[src/rtl/serial_bit_feeder.sv]
// Parallel-to-serial feeder for the zero-sequence detector: loads a word on
// load/ready, shifts it out one bit per clock, optionally appends parity.
module serial_bit_feeder #(
    parameter int WIDTH     = 8,
    parameter bit MSB_FIRST = 1'b1,
    parameter int PARITY    = 0,
    parameter bit IDLE_BIT  = 1'b1
) (
    input  logic             clk,
    input  logic             reset,
    input  logic [WIDTH-1:0] data_in,
    input  logic             load,
    output logic             ready,
    output logic             x_out,
    output logic             x_valid,
    output logic             done,
    output logic             busy
);

    localparam int CW = (WIDTH > 1) ? $clog2(WIDTH) : 1;
    localparam logic [CW-1:0] LAST = CW'(WIDTH - 1);
    localparam bit PAR_EN = (PARITY == 1) || (PARITY == 2);
    localparam bit PAR_ODD = (PARITY == 2);

    typedef enum logic [1:0] {
        IDLE,
        SHIFT,
        PAR,
        DONE
    } state_t;

    state_t           state_q, state_d;
    logic [WIDTH-1:0] shift_q, shift_d;
    logic [CW-1:0]    cnt_q, cnt_d;
    logic             par_q, par_d;

    always_ff @(posedge clk or negedge reset) begin
        if (!reset) begin
            state_q <= IDLE;
            shift_q <= '0;
            cnt_q   <= '0;
            par_q   <= 1'b0;
        end else begin
            state_q <= state_d;
            shift_q <= shift_d;
            cnt_q   <= cnt_d;
            par_q   <= par_d;
        end
    end

    always_comb begin
        state_d = state_q;
        case (state_q)
            IDLE:    if (load) state_d = SHIFT;
            SHIFT:   if (cnt_q == LAST) state_d = PAR_EN ? PAR : DONE;
            PAR:     state_d = DONE;
            DONE:    state_d = IDLE;
            default: state_d = IDLE;
        endcase
    end

    always_comb begin
        shift_d = shift_q;
        cnt_d   = cnt_q;
        par_d   = par_q;
        if (state_q == IDLE && load) begin
            shift_d = data_in;
            cnt_d   = '0;
            par_d   = PAR_ODD ? ~^data_in : ^data_in;
        end else if (state_q == SHIFT) begin
            // Shift toward whichever end drives x_out.
            shift_d = MSB_FIRST ? {shift_q[WIDTH-2:0], 1'b0} : {1'b0, shift_q[WIDTH-1:1]};
            cnt_d   = cnt_q + CW'(1);
        end
    end

    always_comb begin
        ready   = 1'b0;
        x_valid = 1'b0;
        done    = 1'b0;
        x_out   = IDLE_BIT;
        case (state_q)
            IDLE:  ready = 1'b1;
            SHIFT: begin
                x_valid = 1'b1;
                x_out   = MSB_FIRST ? shift_q[WIDTH-1] : shift_q[0];
            end
            PAR: begin
                x_valid = 1'b1;
                x_out   = par_q;
            end
            DONE:    done = 1'b1;
            default: ready = 1'b0;
        endcase
    end

    assign busy = ~ready;

endmodule
[config.mk]
export PLATFORM = sky130hd
export DESIGN_NAME = serial_bit_feeder
export DESIGN_NICKNAME = d
export VERILOG_FILES = /design/src/rtl/serial_bit_feeder.sv
export SDC_FILE = /design/constraint.sdc
export NUM_CORES = 1
export LEC_CHECK = 0
export CAP_MARGIN = 20
export CORE_MARGIN = 2
export CORE_UTILIZATION = 55
export DETAILED_ROUTE_END_ITERATION = 12
export DONT_BUFFER_PORTS = 1
export PLACE_DENSITY = 0.7
export SYNTH_ARGS = -nofsm -noshare
export SYNTH_HDL_FRONTEND = slang
export SYNTH_SLANG_ARGS = --single-unit
[constraint.sdc]
create_clock -name clk -period 1.6 [get_ports clk]
set_input_delay 0.24 -clock clk [delete_from_list [all_inputs] [get_ports clk]]
set_output_delay 0.24 -clock clk [all_outputs]
set_load 0.02 [all_outputs]
==> reports/summary.txt <==
CRITICAL PATH
--------------------------------------------------------------------------------------
Worst stage delay on the critical path ..................................      0.39 ns
R2R depth ...............................................................            6
Worst Path Arrival ......................................................      1.30 ns
Worst reg2reg endpoint ..................................................   state_q[1]
Launching point of the worst reg2reg path ...............................   state_q[0]
Total stage count of the critical path ..................................            4
Cell with the largest stage delay on the worst path ..................... sky130_fd_sc_hd__dfrtp_1
Critical path buffers and inverters .....................................            1
Worst Setup Start Kind ..................................................         flop
Ordered list of cells on the worst path ................................. buf_4 > ha_4 > a22oi_2 > nand2_4
Kind of cell with the highest combined delay on the critical path .......   flip-flops
Critical path peak fanout ...............................................            6
Endpoint kind of the worst setup timing path ............................ primary output
Endpoint required time on the critical path .............................      1.36 ns
Path type of the worst setup path .......................................      reg2out
Minimum setup slack among reg-to-reg paths ..............................      0.10 ns

FINISH
--------------------------------------------------------------------------------------
Post-Layout Inst Area ...................................................      912 µm²
Filler cell count in the final layout ...................................          104
Area added between synthesis and finish .................................        19.1%
Final cell utilization of the core ......................................        0.701
Most frequent standard cell in the layout excluding fill and tap cells .. sky130_fd_sc_hd__dfrtp_1
Count of placed standard cells in the final layout, fillers left out ....           98
Fraction of layout cells with a size suffix above 1 .....................        0.229
Number of nets in the layout ............................................          103
Top library cells by usage in the layout, fill and taps aside ........... sky130_fd_sc_hd__dfrtp_1 (14), sky130_fd_sc_hd__nand2_1 (10), sky130_fd_sc_hd__mux2i_1 (9), sky130_fd_sc_hd__o21ai_0 (9), sky130_fd_sc_hd__xnor2_1 (8)
Diode insertion count for antenna repair ................................            0

GLOBAL ROUTE
--------------------------------------------------------------------------------------
Overall routing resource usage ..........................................        0.194
Number of global-route vias before repair ...............................          498
Largest net degree at the start of global routing .......................           22
First-pass GRT wire length ..............................................      1990 µm
Remaining Overflow, GRT .................................................            0
Number of antenna violations at the first check in global routing .......            0

FLOORPLAN
--------------------------------------------------------------------------------------
Starting Density ........................................................        0.588
Die height ..............................................................      41.3 µm
Die span in x ...........................................................      41.3 µm
Number of placed I/O pins ...............................................           16
Cell Rows ...............................................................           13
Core area ...............................................................  0.00130 mm²
Die Footprint ...........................................................  0.00171 mm²

RUN
--------------------------------------------------------------------------------------
Number of max-capacitance violations reported ...........................            0

SYNTH
--------------------------------------------------------------------------------------
Yosys reg bits ..........................................................           14
Ranking of synthesized cells by area .................................... sky130_fd_sc_hd__dfrtp_1 (46%), sky130_fd_sc_hd__mux2i_1 (12%), sky130_fd_sc_hd__ha_1 (11%)
Cell variety after synth ................................................           15
Cell type with the largest total area after synthesis ................... sky130_fd_sc_hd__dfrtp_1
Area share of the leading cell type in the synthesized netlist ..........        0.458
Number of cells produced by synthesis ...................................           74
Warnings from Yosys .....................................................            0
Part of the Yosys area used for sequential elements .....................        0.458
Number of nets produced by synthesis ....................................           92
Mapped cell area ........................................................      766 µm²
Avg Synthesized Cell Area ...............................................     10.3 µm²

ROUTE
--------------------------------------------------------------------------------------
Iteration-0 DRC count of the detailed router ............................            4
Routed WL per cell ......................................................      13.5 µm
Total DRC errors in the routed layout ...................................            0
Per-cell via count in the routed design .................................         5.20
Antenna Violating Nets Remaining ........................................            0
DR vias .................................................................          510
Wirelength, routed ......................................................      1330 µm
Iteration count of the initial detailed-routing pass ....................            3

CLOCKING
--------------------------------------------------------------------------------------
Inserted Clock Buffers ..................................................            3
Skew-Pair Late Insertion Delay ..........................................      0.27 ns
Root Buffer Master ...................................................... sky130_fd_sc_hd__clkbuf_4
Deepest level of the CTS H-tree .........................................            1
Buffer levels on the longest clock path .................................            2
TritonCTS clock tree ....................................................        built
Sinks on the clock net ..................................................           14
Clock-pin slew on the worst setup and hold paths ........................      0.08 ns

PLACED DESIGN
--------------------------------------------------------------------------------------
# placed instances ......................................................           91
Input/output buffers ....................................................            0
Pre-CTS WS ..............................................................     0.102 ns
Weighted congestion reported at the end of routability-driven placement .        0.597
Post-place instance area ................................................      810 µm²
DP HPWL .................................................................       939 µm

WORST HOLD PATH
--------------------------------------------------------------------------------------
Endpoint, Worst Hold ....................................................   shift_q[5]
Min-delay src ...........................................................   data_in[5]
Hold Path Cell Cnt ......................................................            2
Worst Hold Class ........................................................       in2reg

TIMING
--------------------------------------------------------------------------------------
Max Clock Freq ..........................................................    0.648 GHz
Final max-slew violation count ..........................................            0
Final Skew ..............................................................   0.00250 ns
Final setup violating endpoints .........................................            0
Final worst setup slack .................................................    0.0566 ns
Ratio of final minimum period to clock period ...........................        0.965
Post-layout min period ..................................................      1.54 ns
Total negative setup slack ..............................................         0 ns
Slew margin rel. ........................................................        0.610
Fin. Hold Viols .........................................................            0
Slew at the pin closest to its max-slew limit ...........................     0.584 ns

POWER
--------------------------------------------------------------------------------------
Maximum vdd drop ........................................................      1.20 mV
Leakage power total .....................................................     0.405 nW
Power per cell area .....................................................  2140 mW/mm²

STATUS
--------------------------------------------------------------------------------------
Run status ..............................................................    completed

## cell type report
class | instances | area [µm²] | share of cell area
Clock buffer | 3 | 22.5 | 0.0247
Inverter | 4 | 15.0 | 0.0165
Multi-Input combinational cell | 53 | 432 | 0.473
Sequential cell | 14 | 350 | 0.384
Tap cell | 15 | 18.8 | 0.0206
Timing Repair Buffer | 9 | 73.8 | 0.0809
## cells in the mapped netlist, drive strengths merged
library cell / number
dfrtp: 14
nand2: 11
mux2i: 9
o21ai: 9
xnor2: 8
ha: 7
inv: 4
nor2: 4
clkbuf: 2
a21oi: 1
a22oi: 1
and2: 1
buf: 1
mux2: 1
o22ai: 1
## sequential cells by signal, summed over array words and instances, names as in the netlist
signal and flops:
state_q 2, shift_q 8, par_q 1, cnt_q 3
## what timing repair did
item,4_1_cts,5_1_grt
setup buffers,3,1
hold endpoints to repair,14,0
hold buffers,1,0
pin swaps,2,3
endpoints found under the setup margin,1,2
resized for setup,6,4
## worst max-delay path by stage
stage | startpoint | to | slack, ns
after floorplan | state_q[0] | state_q[1] | 0.03
after global placement | state_q[0] | state_q[1] | 0.16
after detailed placement | state_q[1] | state_q[1] | 0.10
after CTS | state_q[0] | x_out | 0.01
after global routing | state_q[0] | x_out | -0.03
final | state_q[0] | x_out | 0.06
## power by group
group	internal (W)	total (W)	switching (W)
registers	0.000530	0.000628	0.0000986
clock network	0.0000871	0.000193	0.000106
logic	0.000541	0.00113	0.000590
total	0.00116	0.00195	0.000794
## through the flow
stage	total power [W]	hold WS [ns]
floorplan	0.00134	-0.0556
global placement	0.00151	-0.0554
detailed placement	0.00155	-0.0554
CTS	0.00190	0.0718
global route	0.00212	0.0718
finish	0.00195	0.0778
## kinds of logic after synthesis
group                      share of synthesized area
adders and majority gates                      0.114
DFF                                            0.458
xor gates and xnor gates                      0.0915
and+or+nand+nor                               0.0817
AOI/OAI and AO/OA                             0.0833
muxes                                          0.132
buffers and inverters                         0.0392
## layer usage
metal | vias up | wire length [µm] | track usage
met5 | - | 0 | 0
met3 | 2 | 58 | 0.0426
met2 | 10 | 679 | 0.305
li1 | 263 | - | -
met1 | 235 | 576 | 0.233
met4 | 0 | 12 | 0.145
Note: power is estimated with default switching activity, not from simulation.
